File: src/rtl/c499_enc_pipe.sv
// c499_enc_pipe: two-stage valid/ready encoder that produces the 32 data bits
// and 8 check bits feeding a c499 single-error-correcting decoder, with an
// optional single-bit error injected on the way out.
//
// Stage 1 captures the data word plus its eight nibble parities and eight
// column parities. Stage 2 folds those partial parities into the final check
// bits and applies the injection mask. Each stage holds its word until the
// stage after it can take it, so throughput is one word per clock while the
// consumer is ready.
module c499_enc_pipe (
   input  logic        clk,
   input  logic        rst,
   input  logic        in_valid,
   output logic        in_ready,
   input  logic [31:0] in_data,
   input  logic        inj_en,
   input  logic [5:0]  inj_pos,
   output logic        out_valid,
   input  logic        out_ready,
   output logic [31:0] out_data,
   output logic [7:0]  out_check,
   output logic        out_en,
   output logic [15:0] word_cnt
);

   // ---------------------------------------------------------------------
   // State
   // ---------------------------------------------------------------------
   logic        en_q;          // low in reset, high from the first edge after
   logic        s1_vld_q;
   logic        s2_vld_q;
   logic [31:0] s1_data_q;
   logic [7:0]  s1_npar_q;     // nibble parity X(d[4k+3:4k])
   logic [7:0]  s1_cpar_q;     // [3:0] low-half columns, [7:4] high-half columns
   logic        s1_inj_q;
   logic [5:0]  s1_pos_q;
   logic [31:0] s2_data_q;
   logic [7:0]  s2_chk_q;
   logic [15:0] cnt_q;

   // ---------------------------------------------------------------------
   // Handshake control
   // ---------------------------------------------------------------------
   logic s2_load;
   logic s1_load;
   logic in_fire;
   logic out_fire;

   assign s2_load  = ~s2_vld_q | out_ready;
   assign s1_load  = ~s1_vld_q | s2_load;
   // en_q keeps in_ready low during reset even though both stages are empty.
   assign in_ready = en_q & s1_load;
   assign in_fire  = in_valid & in_ready;
   assign out_fire = s2_vld_q & out_ready;

   // ---------------------------------------------------------------------
   // Stage 1 combinational: partial parities of the incoming word
   // ---------------------------------------------------------------------
   logic [7:0] npar_d;
   logic [7:0] cpar_d;

   // Nibble parities and the per-half column parities (bits j, j+4, j+8, j+12).
   always_comb begin
      npar_d = '0;
      cpar_d = '0;
      for (int k = 0; k < 8; k++) begin
         npar_d[k] = ^in_data[4*k +: 4];
      end
      for (int j = 0; j < 4; j++) begin
         cpar_d[j]   = in_data[j]    ^ in_data[j+4]  ^ in_data[j+8]  ^ in_data[j+12];
         cpar_d[4+j] = in_data[16+j] ^ in_data[20+j] ^ in_data[24+j] ^ in_data[28+j];
      end
   end

   // ---------------------------------------------------------------------
   // Stage 2 combinational: check bits and injection masks
   // ---------------------------------------------------------------------
   logic [7:0]  chk_d;
   logic [31:0] dmask_d;
   logic [7:0]  cmask_d;

   // Each check bit is one column parity of one half combined with two
   // nibble parities of the other half. The check bits are always built from
   // the clean word so that a data-bit injection shows up as a single error.
   always_comb begin
      chk_d    = '0;
      chk_d[0] = s1_cpar_q[0] ^ s1_npar_q[4] ^ s1_npar_q[5];
      chk_d[1] = s1_cpar_q[1] ^ s1_npar_q[6] ^ s1_npar_q[7];
      chk_d[2] = s1_cpar_q[2] ^ s1_npar_q[4] ^ s1_npar_q[6];
      chk_d[3] = s1_cpar_q[3] ^ s1_npar_q[5] ^ s1_npar_q[7];
      chk_d[4] = s1_cpar_q[4] ^ s1_npar_q[0] ^ s1_npar_q[1];
      chk_d[5] = s1_cpar_q[5] ^ s1_npar_q[2] ^ s1_npar_q[3];
      chk_d[6] = s1_cpar_q[6] ^ s1_npar_q[0] ^ s1_npar_q[2];
      chk_d[7] = s1_cpar_q[7] ^ s1_npar_q[1] ^ s1_npar_q[3];
   end

   // Positions 0-31 hit a data bit, 32-39 a check bit, 40-63 nothing.
   always_comb begin
      dmask_d = '0;
      cmask_d = '0;
      if (s1_inj_q) begin
         if (s1_pos_q[5] == 1'b0) begin
            dmask_d = 32'h1 << s1_pos_q[4:0];
         end else if (s1_pos_q[4:3] == 2'b00) begin
            cmask_d = 8'h1 << s1_pos_q[2:0];
         end
      end
   end

   // ---------------------------------------------------------------------
   // Sequential
   // ---------------------------------------------------------------------

   // Output enable: forced low in reset, high from the first clock edge after.
   always_ff @(posedge clk or posedge rst) begin
      if (rst) en_q <= 1'b0;
      else     en_q <= 1'b1;
   end

   // Stage 1: valid follows an accepted input whenever the stage may load.
   always_ff @(posedge clk or posedge rst) begin
      if (rst) begin
         s1_vld_q  <= 1'b0;
         s1_data_q <= '0;
         s1_npar_q <= '0;
         s1_cpar_q <= '0;
         s1_inj_q  <= 1'b0;
         s1_pos_q  <= '0;
      end else begin
         if (s1_load) s1_vld_q <= in_fire;
         // Payload only moves on a real handshake, so idle inputs are ignored.
         if (in_fire) begin
            s1_data_q <= in_data;
            s1_npar_q <= npar_d;
            s1_cpar_q <= cpar_d;
            s1_inj_q  <= inj_en;
            s1_pos_q  <= inj_pos;
         end
      end
   end

   // Stage 2: takes stage 1 when empty or drained; holds while stalled.
   always_ff @(posedge clk or posedge rst) begin
      if (rst) begin
         s2_vld_q  <= 1'b0;
         s2_data_q <= '0;
         s2_chk_q  <= '0;
      end else if (s2_load) begin
         s2_vld_q <= s1_vld_q;
         if (s1_vld_q) begin
            s2_data_q <= s1_data_q ^ dmask_d;
            s2_chk_q  <= chk_d ^ cmask_d;
         end
      end
   end

   // Completed output handshakes, wrapping at 16 bits.
   always_ff @(posedge clk or posedge rst) begin
      if (rst)           cnt_q <= '0;
      else if (out_fire) cnt_q <= cnt_q + 16'd1;
   end

   assign out_valid = s2_vld_q;
   assign out_data  = s2_data_q;
   assign out_check = s2_chk_q;
   assign out_en    = en_q;
   assign word_cnt  = cnt_q;

endmodule

File: config.mk
export PLATFORM = sky130hd
export DESIGN_NAME = c499_enc_pipe
export DESIGN_NICKNAME = d
export VERILOG_FILES = /design/src/rtl/c499_enc_pipe.sv
export SDC_FILE = /design/constraint.sdc
export NUM_CORES = 1
export LEC_CHECK = 0
export BUFFER_PORTS_ARGS = -buffer_cell sky130_fd_sc_hd__buf_2
export CORE_AREA = 3 3 106 108
export CTS_CLUSTER_DIAMETER = 120
export CTS_CLUSTER_SIZE = 12
export DETAILED_ROUTE_END_ITERATION = 10
export DIE_AREA = 0 0 109 111
export PLACE_DENSITY = 0.77
export SLEW_MARGIN = 5
export SYNTH_ARGS = -nofsm -noshare
export SYNTH_HDL_FRONTEND = slang
export SYNTH_SLANG_ARGS = --single-unit
File: constraint.sdc
create_clock -name clk -period 7.4 [get_ports clk]
set_input_delay 1.11 -clock clk [delete_from_list [all_inputs] [get_ports clk]]
set_output_delay 1.11 -clock clk [all_outputs]
set_load 0.005 [all_outputs]
==> impl_metrics.tcl <==
set metrics [dict create \
    postSynthAreaPerCell_um2 11.1 \
    leakage_nw 2.99 \
    synth_top_flop_cell "dfrtp_1" \
    holdWs_ns 0.473 \
    antenna_found_initial 0 \
    cts_buffer_depth 2 \
    postCtsHoldBufs 0 \
    path_max_fanout 4 \
    rrSetupSlack_ns 5.51 \
    min_from "word_cnt[15]" \
    yosysMostFrequentCell "dfrtp_1" \
    cp.arrival_ns 1.74 \
    cts_tree "yes" \
    cpMaxStageDelayCell "nand3b_1" \
    drt_iter0_drc 261 \
    portBuffers 101 \
    post_drt_wl_per_cell_um 16.3 \
    tightest_slew_ns 0.786 \
    vias 3908 \
    fin_setup_tns_ns 0 \
    drc_errors 0 \
    grt_max_degree 81 \
    ctsResizeCount 0 \
    grtUsageTotal_pct 21.7 \
    antenna_cells 0 \
    coreArea_um2 10300 \
    fin_crit_sh_pct 38.5 \
    timing.rr.end "out_data[7]" \
    status "completed" \
    p_per_area_nw_per_um2 315 \
    hold_path_end "word_cnt[15]" \
    ys_seq_area_share_pct 50.8 \
    synth_area_leader_cell "dfrtp_1" \
    timing.rr.start "s1_pos_q[1]" \
    crit_buf_inv 2 \
    rsz0062_at_grt "no" \
    path_clk_slew_ns 0.06 \
    critPathTopFamily "simple AND/OR/NAND/NOR gates" \
    synth_top_area_share_pct 50.8 \
    crit_path_start "out_ready" \
    ys_top_cells_by_area "dfrtp_1 (51%), xnor2_1 (12%), mux2_2 (6.6%)" \
    post_cts_buffers 0 \
    grt_pass1_wl_um 20200 \
    numCtsBuffers 17 \
    hold_violations 0 \
    place_hpwl_um 8800 \
    rows 37 \
    synthTopCellsByCount "dfrtp_1 (114), nand2_1 (97), xnor2_1 (77), xor2_1 (42), mux2_2 (33)" \
    syn_nets 552 \
    synth_cells 508 \
    first_pass_iters 4 \
    drt_wl_total_um 12300 \
    ant_nets 0 \
    die_area_um2 12100 \
    switching_share_pct 31.5 \
    fmax_ghz 0.351 \
    power_frac_comb_pct 22.1 \
    min_period_ns 2.85 \
    synthArstFlopShare_pct 100 \
    io_pins 102 \
    htree_levels 4 \
    drive_above_1_share_pct 30.4 \
    holdCritPathClass "reg2reg" \
    clock_latency_ns 0.52 \
    fin_nets 649 \
    p_sw_mw 0.668 \
    path_common_cell "buf_2" \
    maxCapViolCount 0 \
    ys_warn_count 0 \
    synth_edf_count 0 \
    area_delta_synth_final_pct 19.8 \
    fp.dieW_um 109 \
    worstHoldPathCells 1 \
    dp_cells 722 \
    r2r_cells 4 \
    netlist-cell-type-count 37 \
    cts_sinks 114 \
    fin_cells 754 \
    slew_viol_final 0 \
    cp_slowest_stage_delay_ns 0.21 \
    crit_required_ns 6.29 \
    ys_ff_latch 114 \
    setup_viol 0 \
    startpoint_type "input pin" \
    syn_area_um2 5620 \
    vias_per_cell 5.18 \
    overflow 0 \
    max-vdd-ir-drop_v 0.000191 \
    cts-root-buf "clkbuf_8" \
    clkPwrFrac_pct 35.5 \
    worstSetupPathType "in2out" \
    max_slew_margin_pct 47.6 \
    place.gp.congestion 0.914 \
    fin_skew_ns 0.0152 \
    die_h_um 111 \
    crit_chain "buf_2 > nand3b_1 > and2_1 > buf_2" \
    internal_power_mw 1.45 \
    p_seq_share_pct 42.4 \
    setup.worst_path.end_class "output pin" \
    initial_core_util_pct 54.4 \
    grt_pass1_vias 4034 \
]
[routing by layer]
| metal | GRT usage, % | part of all wire (%) | up-vias |
|---|---|---|---|
| met5 | 0 | 0 | - |
| met3 | 5.59 | 5.0 | 15 |
| met2 | 35.1 | 50 | 103 |
| met1 | 28.3 | 43 | 1906 |
| li1 | - | - | 1884 |
| met4 | 7.24 | 1.6 | 0 |
[cells in the final DEF, fill, tap and decap left out, types with 3 or more instances in the layout]
cell type   synthesis  layout
dfrtp_1           114     114
buf_2               8     101
nand2_1            97      96
xnor2_1            77      77
xor2_1             42      42
mux2_2             33      33
o21ai_1            30      30
o21ai_0            25      25
clkbuf_16           0      16
nand4_1             8       8
mux2_1              7       7
nand3_1             6       6
nor2_1              6       6
nor4b_2             6       6
clkinvlp_4          0       5
inv_6               0       4
and3_1              3       3
and3b_1             3       3
and4bb_2            3       3
clkinv_2            0       3
buf_4               3       3
[state kept, by name, indices dropped and copies added (netlist names)]
name       cells
out_data      32
s1_data_q     32
word_cnt      16
out_check      8
s1_cpar_q      8
s1_npar_q      8
s1_pos_q       6
out_en         1
out_valid      1
s1_inj_q       1
s1_vld_q       1
[logic make-up (layout without fill, tap and decap cells)]
logic type      after synthesis  count (layout)  synth area share, %
compound gates               56              56                 5.06
xor+xnor                    119             119                 18.6
fa+ha+maj                     1               1                0.223
buf+inv                      28             138                 2.65
flops                       114             114                 50.8
mux                          40              40                 8.02
other cells                   1               1               0.0668
simple gates                149             149                 14.6
[how the worst max path moves through the flow]
stage / end / depth (start not counted)
after global placement: in_ready / 4
after detailed placement: in_ready / 4
after global routing: in_ready / 4
after CTS: in_ready / 4
after floorplan: out_check[0] / 1
final: in_ready / 4
[through the flow]
stage / util, % / setup slack [ns] / area, um^2 / power, mW
after floorplan: - / 3.27 / 5620 / 1.19
after global placement: 59.8 / 4.59 / 6180 / 1.36
after detailed placement: 59.8 / 4.56 / 6180 / 1.38
after CTS: 65.2 / 4.55 / 6730 / 2.14
after global routing: 65.2 / 4.52 / 6730 / 2.24
final: 65.2 / 4.55 / 6730 / 2.12
[worst reg2reg max path, stage by stage (launching register included)]
cell and delay [ns]:
dfrtp_1 0.85, nand4b_2 0.26, nor4b_2 0.40, xnor2_1 0.18, o21ai_2 0.06
[power by group through the flow]
stage | Sequential (mW) | Clock, mW | Combinational (mW)
final | 0.898 | 0.753 | 0.469
after global routing | 0.919 | 0.792 | 0.530
after CTS | 0.897 | 0.762 | 0.477
after detailed placement | 0.906 | 0 | 0.471
after global placement | 0.896 | 0 | 0.461
after floorplan | 0.874 | 0 | 0.318
[area by class of cell]
type / count / area, um^2
Tap cell: 136 / 170
Timing Repair Buffer: 104 / 528
Fill cell: 806 / 3600
Clock buffer: 17 / 414
Clock inverter: 15 / 135
Multi-Input combinational cell: 366 / 2620
Sequential cell: 114 / 2850
Inverter: 2 / 10.0
Note: power is estimated with default switching activity, not from simulation.
